<file path="src/rtl/schmitt_actuator_ctrl.sv">
// Actuator on/off controller behind a Schmitt trigger: min ON/OFF dwell, edge
// counting, and a latched safe-off fault when the actuator chatters inside a window.
module schmitt_actuator_ctrl #(
  parameter int CNT_W   = 8,
  parameter int WINDOW  = 64,
  parameter int MAX_TOG = 4
) (
  input  logic             clk,
  input  logic             rst,
  input  logic             en,
  input  logic             trig_in,
  input  logic [CNT_W-1:0] min_on,
  input  logic [CNT_W-1:0] min_off,
  input  logic             fault_clr,
  output logic             act_out,
  output logic             busy,
  output logic             fault,
  output logic [15:0]      toggle_cnt
);

  localparam logic [1:0] ST_OFF   = 2'd0;
  localparam logic [1:0] ST_ON    = 2'd1;
  localparam logic [1:0] ST_FAULT = 2'd2;

  localparam int WIN_W = $clog2(WINDOW);
  localparam int TOG_W = $clog2(MAX_TOG + 2);
  localparam logic [WIN_W-1:0] WIN_LAST  = WIN_W'(WINDOW - 1);
  localparam logic [TOG_W-1:0] TOG_LIMIT = TOG_W'(MAX_TOG);

  logic [1:0]       state_q, state_d;
  logic [CNT_W-1:0] dwell_q, dwell_d, dwell_inc;
  logic             trig_q;
  logic [WIN_W-1:0] win_cnt_q, win_cnt_d;
  logic [TOG_W-1:0] win_tog_q, win_tog_d, tog_base;
  logic             act_q, act_d;
  logic             fault_q, fault_d;
  logic [15:0]      toggle_q, toggle_d;
  logic             win_wrap, tog_full;

  // The window clear on the wrap edge happens before a same-edge transition is counted.
  assign win_wrap  = (win_cnt_q == WIN_LAST);
  assign win_cnt_d = win_wrap ? '0 : win_cnt_q + 1'b1;
  assign tog_base  = win_wrap ? '0 : win_tog_q;
  assign tog_full  = (tog_base >= TOG_LIMIT);
  assign dwell_inc = (&dwell_q) ? dwell_q : dwell_q + 1'b1;

  always_comb begin
    state_d   = state_q;
    dwell_d   = dwell_inc;
    act_d     = act_q;
    fault_d   = fault_q;
    win_tog_d = tog_base;
    case (state_q)
      ST_OFF: begin
        if (en && trig_q && (dwell_q >= min_off)) begin
          dwell_d = '0;
          if (tog_full) begin
            state_d = ST_FAULT;
            fault_d = 1'b1;
          end else begin
            state_d   = ST_ON;
            act_d     = 1'b1;
            win_tog_d = tog_base + 1'b1;
          end
        end
      end
      ST_ON: begin
        // A forced off bypasses the dwell hold and is not chatter.
        if (!en) begin
          state_d = ST_OFF;
          act_d   = 1'b0;
          dwell_d = '0;
        end else if (!trig_q && (dwell_q >= min_on)) begin
          act_d   = 1'b0;
          dwell_d = '0;
          if (tog_full) begin
            state_d = ST_FAULT;
            fault_d = 1'b1;
          end else begin
            state_d   = ST_OFF;
            win_tog_d = tog_base + 1'b1;
          end
        end
      end
      ST_FAULT: begin
        dwell_d = '0;
        act_d   = 1'b0;
        if (fault_clr) begin
          state_d   = ST_OFF;
          fault_d   = 1'b0;
          win_tog_d = '0;
        end
      end
      default: begin
        state_d = ST_OFF;
        dwell_d = '0;
        act_d   = 1'b0;
        fault_d = 1'b0;
      end
    endcase
    toggle_d = (act_d != act_q) ? toggle_q + 16'd1 : toggle_q;
  end

  always_ff @(posedge clk) begin
    if (rst) begin
      state_q   <= ST_OFF;
      dwell_q   <= '0;
      trig_q    <= 1'b0;
      win_cnt_q <= '0;
      win_tog_q <= '0;
      act_q     <= 1'b0;
      fault_q   <= 1'b0;
      toggle_q  <= '0;
    end else begin
      state_q   <= state_d;
      dwell_q   <= dwell_d;
      trig_q    <= trig_in;
      win_cnt_q <= win_cnt_d;
      win_tog_q <= win_tog_d;
      act_q     <= act_d;
      fault_q   <= fault_d;
      toggle_q  <= toggle_d;
    end
  end

  assign busy = ((state_q == ST_OFF) && (dwell_q < min_off)) ||
                ((state_q == ST_ON)  && (dwell_q < min_on));
  assign act_out    = act_q;
  assign fault      = fault_q;
  assign toggle_cnt = toggle_q;

endmodule

</file>
<file path="config.mk">
export PLATFORM = sky130hd
export DESIGN_NAME = schmitt_actuator_ctrl
export DESIGN_NICKNAME = d
export VERILOG_FILES = /design/src/rtl/schmitt_actuator_ctrl.sv
export SDC_FILE = /design/constraint.sdc
export NUM_CORES = 1
export LEC_CHECK = 0
export ABC_AREA = 1
export CORE_AREA = 2 2 72 74
export DETAILED_ROUTE_END_ITERATION = 12
export DIE_AREA = 0 0 74 76
export PLACE_DENSITY = 0.79
export REMOVE_ABC_BUFFERS = 1
export SYNTH_ARGS = -nofsm -noshare
export SYNTH_HDL_FRONTEND = slang
export SYNTH_SLANG_ARGS = --single-unit
</file>
<file path="constraint.sdc">
create_clock -name clk -period 2.9 [get_ports clk]
set_clock_uncertainty 0.05 [all_clocks]
set_input_delay 0.87 -clock clk [delete_from_list [all_inputs] [get_ports clk]]
set_output_delay 0.87 -clock clk [all_outputs]
set_load 0.005 [all_outputs]
</file>
==> impl_metrics.env, run 1 <==
export IMPL_status="finished with violations"
export IMPL_regArea_um2=761
export IMPL_min_period_ns=2.91
export IMPL_path_max_fanout=2
export IMPL_die_width_um=74
export IMPL_synth_avg_cell_area_um2=7.21
export IMPL_multi_input_comb_area_mm2=0.00175
export IMPL_gp_congestion=0.875
export IMPL_coreArea_mm2=0.00491
export IMPL_hold_depth=1
export IMPL_yosysSeqAreaShare=0.300
export IMPL_grtUsageTotal=0.230
export IMPL_cts_root_buf="clkbuf_8"
export IMPL_grt_use_met2=0.386
export IMPL_finalHoldViolCount=0
export IMPL_p_leak_nw=1.46
export IMPL_holdWs_ns=0.398
export IMPL_antenna_found_initial=0
export IMPL_start_kind="input pin"
export IMPL_met1_usage=0.277
export IMPL_nNetsFinal=468
export IMPL_layoutNonFillerInstCount=497
export IMPL_area_growth_pct=39.1
export IMPL_antenna_cells_inserted=0
export IMPL_synthCells=352
export IMPL_vdd_drop_max_mv=0.262
export IMPL_violations="negative setup slack"
export IMPL_grt_most_used_layer="met2"
export IMPL_cts_max_level=2
export IMPL_ant_nets=0
export IMPL_cts_sinks=38
export IMPL_synth_seq_cells=38
export IMPL_dr_pass1_iters=4
export IMPL_period_share=1.00
export IMPL_clockBufferDepth=2
export IMPL_clock_latency_ns=0.30
export IMPL_synth_cell_type_count=35
export IMPL_port_buffers=39
export IMPL_ioPinCount=40
export IMPL_grtUsageMet3=0.0503
export IMPL_drv_slew=0
export IMPL_powerDensity_mw_per_mm2=322
export IMPL_fin_ws_ns=-0.0122
export IMPL_fp_dieH_um=76
export IMPL_wl_per_cell_um=12.9
export IMPL_drive_gt1_frac=0.309
export IMPL_rows=26
export IMPL_grt_pass1_vias=2308
export IMPL_dp_hpwl_mm=4.00
export IMPL_worst_pin_slew_ns=0.365
export IMPL_crit_arrival_ns=1.99
export IMPL_dr_total_vias=2561
export IMPL_dieArea_mm2=0.00562
export IMPL_synth_edf_count=0
export IMPL_max_cap_violations=0
export IMPL_setup_viol=1
export IMPL_maxSlewHeadroom=0.755
export IMPL_critical_path_endpoint_type="output pin"
export IMPL_grt_max_degree=20
export IMPL_path_class="input pin to output pin"
export IMPL_cts_buffers=5
export IMPL_drt_iter0_markers=141
export IMPL_initial_utilization=0.517
export IMPL_routed_wl_mm=6.42
export IMPL_cp_data_required_time_ns=1.98
export IMPL_nFillCells=362
export IMPL_grt_pass1_wl_mm=10.3
export IMPL_overflow=0
export IMPL_route_detailed_drc=0
export IMPL_synthArstFlopShare=0
export IMPL_synth_warnings=0
export IMPL_synth_area_mm2=0.00254
export IMPL_r2r_cells=16
export IMPL_fmax_ghz=0.343
export IMPL_yosys_most_used_dff="dfxtp_1"
export IMPL_min_path_type="flop to flop"
export IMPL_clk_pin_slew_ns=0.08
export IMPL_dp_cells=466
export IMPL_cts_tree="yes"
export IMPL_vias_per_cell=5.15
critical path, stage by stage:
cell	delay, ns
dlygate4sd2_1	0.24
inv_2	0.06
ha_4	0.19
nand2_1	0.07
inv_2	0.04
nand2_1	0.08
nand2_1	0.06
nand2_1	0.09
nand3_1	0.09
nand2_1	0.08
buf_2	0.11
worst paths after layout:
kind	startpoint	end	slack, ns
setup / recovery	min_on[3]	busy	-0.01
hold / removal	win_cnt_q[0]	win_cnt_q[0]	0.40
setup reg to reg	dwell_q[3]	toggle_cnt[6]	0.34
hold reg to reg	win_cnt_q[0]	win_cnt_q[0]	0.40
what timing repair did:
item	in CTS	in global routing
hold buffers	0	0
cloned	0	0
endpoints found under the setup margin	1	30
resized for setup	47	45
buffers inserted	20	4
pin swaps	35	29
hold endpoints to repair	0	0
metal layers:
layer  vias to the layer above  wire length, um
met2                        83             3270
met5                         -                0
met1                      1178             2730
met4                         0              155
met3                        18              266
li1                       1282                -
sequential cells by signal, indices dropped and copies added (netlist names):
| signal | flops |
|---|---|
| fault | 1 |
| win_tog_q | 3 |
| win_cnt_q | 6 |
| state_q | 2 |
| act_out | 1 |
| toggle_cnt | 16 |
| dwell_q | 8 |
| trig_q | 1 |
cells in the mapped netlist (3+ instances only):
cell type  instances  area (um^2)
a21oi_2            9         78.8
dfxtp_1           38          761
nand3_2            3         30.0
inv_1             53          199
nand2_2           13         81.3
o21ai_0            7         35.0
a21oi_1           21          105
nor2_1            32          120
nor2_2             3         18.8
nand4_1            4         25.0
nor3_1             8         40.0
xnor2_1            4         35.0
nand3_1           31          155
xor2_1            12          105
nor4_1             3         18.8
nand2_1           65          244
ha_1              21          263
per-stage QoR:
| stage | TNS (ns) | util | power, mW | setup slack [ns] | instance area, um^2 |
|---|---|---|---|---|---|
| after CTS | 0 | 0.695 | 1.12 | 0.0100 | 3410 |
| after global placement | -3.08 | 0.620 | 0.646 | -0.679 | 3050 |
| after floorplan | 0 | - | 0.597 | 0.356 | 2490 |
| after global routing | -0.140 | 0.719 | 1.19 | -0.0800 | 3530 |
| final | -0.0122 | 0.719 | 1.14 | -0.0122 | 3530 |
| after detailed placement | -3.28 | 0.620 | 0.649 | -0.698 | 3050 |
cells in the final DEF, fill, tap and decap left out, types with 2 or more instances in the layout:
master           synthesis  layout
nor2_4                   2       3
ha_4                     0      11
nand3_2                  3       2
ha_2                     0       2
inv_1                   53      39
a21o_1                   2       2
a211oi_1                 2       2
nand2_2                 13      19
nand2_4                  2       3
nor2_1                  32      26
clkbuf_2                 0       7
nor4_1                   3       3
nand3_1                 31      30
clkbuf_8                 0       5
buf_4                    2      31
xnor2_1                  4       4
clkinvlp_4               0       2
dfxtp_1                 38      38
a21oi_1                 21      19
nand3_4                  1       3
nor2_2                   3       8
a21oi_2                  9      11
nand4_1                  4       4
inv_2                    2      16
o21ai_0                  7       7
clkdlybuf4s15_1          0       5
nor3_1                   8       8
ha_1                    21       8
xor2_1                  12      12
dlygate4sd2_1            0       4
nand2_1                 65      57
clkdlybuf4s50_1          0      22
layout make-up:
type                    instances  area share
inverters                      56      0.0603
clock buffers                   5      0.0195
well taps                      70      0.0248
flip-flops and latches         38       0.216
multi-input cells             253       0.496
clock inverters                 3      0.0128
repair buffers                 72       0.171
cells by family (layout without fill, tap and decap cells):
logic type / Yosys count / in the layout / synth area share
simple gates: 171 / 171 / 0.331
compound gates: 45 / 45 / 0.109
buf+inv: 61 / 136 / 0.101
flops: 38 / 38 / 0.300
fa+ha+maj: 21 / 21 / 0.104
xor+xnor: 16 / 16 / 0.0552
power breakdown:
group	total, mW	switching [mW]	leakage (nW)	internal (mW)
Clock	0.459	0.203	0.0504	0.256
Combinational	0.136	0.0684	1.10	0.0674
Sequential	0.541	0.0112	0.308	0.530
Total	1.14	0.282	1.46	0.853
Note: power is estimated with default switching activity, not from simulation.
==> inputs of run 2 (changes only) <==
CORE_AREA = 5 5 75 77   (was 2 2 72 74)
DIE_AREA = 0 0 80 82   (was 0 0 74 76)
==> impl_metrics.env, run 2 (synthesis results as in run 1) <==
export IMPL_status="finished with violations"
export IMPL_violations="negative setup slack"
export IMPL_worstHoldStart="win_cnt_q[0]"
export IMPL_crit_arrival_ns=2.03
export IMPL_fin_area_mm2=0.00371
export IMPL_setup_viol=5
export IMPL_wl_per_cell_um=16.6
export IMPL_die_width_um=80
export IMPL_start_kind="input pin"
export IMPL_path_class="input pin to output pin"
export IMPL_route_detailed_drc=0
export IMPL_worst_pin_slew_ns=0.417
export IMPL_routed_wl_mm=8.21
export IMPL_grt_pass1_vias=2423
export IMPL_multi_input_comb_area_mm2=0.00193
export IMPL_grt_pass1_wl_mm=10.9
export IMPL_r2r_end="toggle_cnt[3]"
export IMPL_coreArea_mm2=0.00494
export IMPL_critical_path_endpoint_type="output pin"
export IMPL_dr_total_vias=2719
export IMPL_drv_slew=0
export IMPL_initial_utilization=0.513
export IMPL_hold_depth=1
export IMPL_gp_congestion=0.878
export IMPL_clock_latency_ns=0.30
export IMPL_postLayoutCoreUtil=0.750
export IMPL_antenna_found_initial=0
export IMPL_area_growth_pct=46.2
export IMPL_dp_hpwl_mm=4.08
export IMPL_dieArea_mm2=0.00656
export IMPL_cts_sinks=38
export IMPL_nNetsFinal=467
export IMPL_cts_max_level=2
export IMPL_drt_iter0_markers=362
export IMPL_max_cap_violations=0
export IMPL_maxSlewHeadroom=0.719
export IMPL_placed_area_mm2=0.00303
export IMPL_clockBufferDepth=2
export IMPL_layoutNonFillerInstCount=496
export IMPL_ant_nets=0
export IMPL_holdPathEnd="win_cnt_q[0]"
export IMPL_dp_cells=464
export IMPL_grt_max_degree=20
export IMPL_holdWs_ns=0.404
export IMPL_nFillCells=341
export IMPL_path_max_fanout=2
export IMPL_clk_pin_slew_ns=0.08
export IMPL_powerDensity_mw_per_mm2=288
export IMPL_grtUsageTotal=0.210
export IMPL_r2r_cells=16
export IMPL_hold_buffers=0
export IMPL_min_period_ns=2.95
export IMPL_dr_pass1_iters=5
export IMPL_period_share=1.02
export IMPL_final_cell_mix="nand2_1 (52), inv_1 (40), dfxtp_1 (38)"
export IMPL_cts_tree="yes"
export IMPL_antenna_cells_inserted=0
export IMPL_ioPinCount=40
export IMPL_worst_r2r_setup_slack_ns=0.21
export IMPL_cts_buffers=5
export IMPL_cts_root_buf="clkbuf_8"
export IMPL_port_buffers=39
export IMPL_min_path_type="flop to flop"
export IMPL_fp_dieH_um=82
export IMPL_largest_register_ffs=16
export IMPL_dp_slack_ns=-0.687
export IMPL_cp_data_required_time_ns=1.98
export IMPL_finalHoldViolCount=0
export IMPL_p_leak_nw=1.52
export IMPL_overflow=0
export IMPL_fin_ws_ns=-0.0487
export IMPL_vdd_drop_max_mv=0.247
export IMPL_rows=26
export IMPL_regArea_um2=761
export IMPL_reg2reg_from="dwell_q[7]"
export IMPL_final_common_cell="nand2_1"
export IMPL_drive_gt1_frac=0.364
export IMPL_fmax_ghz=0.339
export IMPL_vias_per_cell=5.48
## run 2: cell count changes in the layout (fill, tap and decap cells not counted), moves of 3 or more
cell,delta
nand3_2,+12
nand3_4,+3
a21oi_2,+5
dlygate4sd2_1,+4
clkdlybuf4s15_1,-4
nand2_1,-5
buf_4,-5
a21oi_1,-5
nand3_1,-15
nand2_4,+3
## run 2: power breakdown
group	leakage, nW	switching (mW)	total (mW)	internal, mW
Clock	0.0452	0.206	0.376	0.170
Combinational	1.17	0.0771	0.149	0.0724
Sequential	0.308	0.0126	0.542	0.530
## run 2: metal layers
| layer | up-vias | GRT usage | part of all wire |
|---|---|---|---|
| met2 | 145 | 0.339 | 0.49 |
| met5 | - | 0 | 0 |
| met4 | 0 | 0.0980 | 0.045 |
| met3 | 36 | 0.0570 | 0.059 |
| met1 | 1249 | 0.261 | 0.41 |
| li1 | 1289 | - | - |
## run 2: worst max-delay path by stage
stage	cells after the start	endpoint	startpoint
floorplan	7	busy	min_off[5]
global placement	9	busy	min_off[5]
detailed placement	9	busy	min_off[5]
CTS	19	toggle_cnt[1]	min_off[4]
global route	9	busy	min_on[5]
finish	9	busy	min_on[5]
## run 2: area by class of cell
cell class	count	share of cell area
Multi-Input combinational cell	254	0.522
Sequential cell	38	0.205
Clock buffer	6	0.0196
Clock inverter	2	0.00371
Timing Repair Buffer	70	0.169
Tap cell	70	0.0236
Inverter	56	0.0574
## run 2: repair_timing
item | 4_1_cts | 5_1_grt
pin swaps | 38 | 24
cloned | 0 | 2
setup buffers | 17 | 5
resized for setup | 54 | 71
setup endpoints to repair | 1 | 29
## run 2: worst max-delay path, cell delays in order
cell,delay [ns]
dlygate4sd2_1,0.25
inv_2,0.07
ha_4,0.20
a21oi_2,0.17
nor2_2,0.07
nor2_2,0.15
nand3_2,0.07
nand2_1,0.07
buf_2,0.12
## run 2: stage by stage
step	TNS, ns	power [mW]
after floorplan	0	0.597
after global placement	-4.58	0.648
after detailed placement	-4.78	0.652
after CTS	0	1.03
after global routing	-0.794	1.11
final	-0.0780	1.07
==> inputs of run 3 (changes only) <==
SLEW_MARGIN = 0   (was unset)
==> results of run 3 <==
The final DEF is identical to that of run 2; final timing and power are the same.
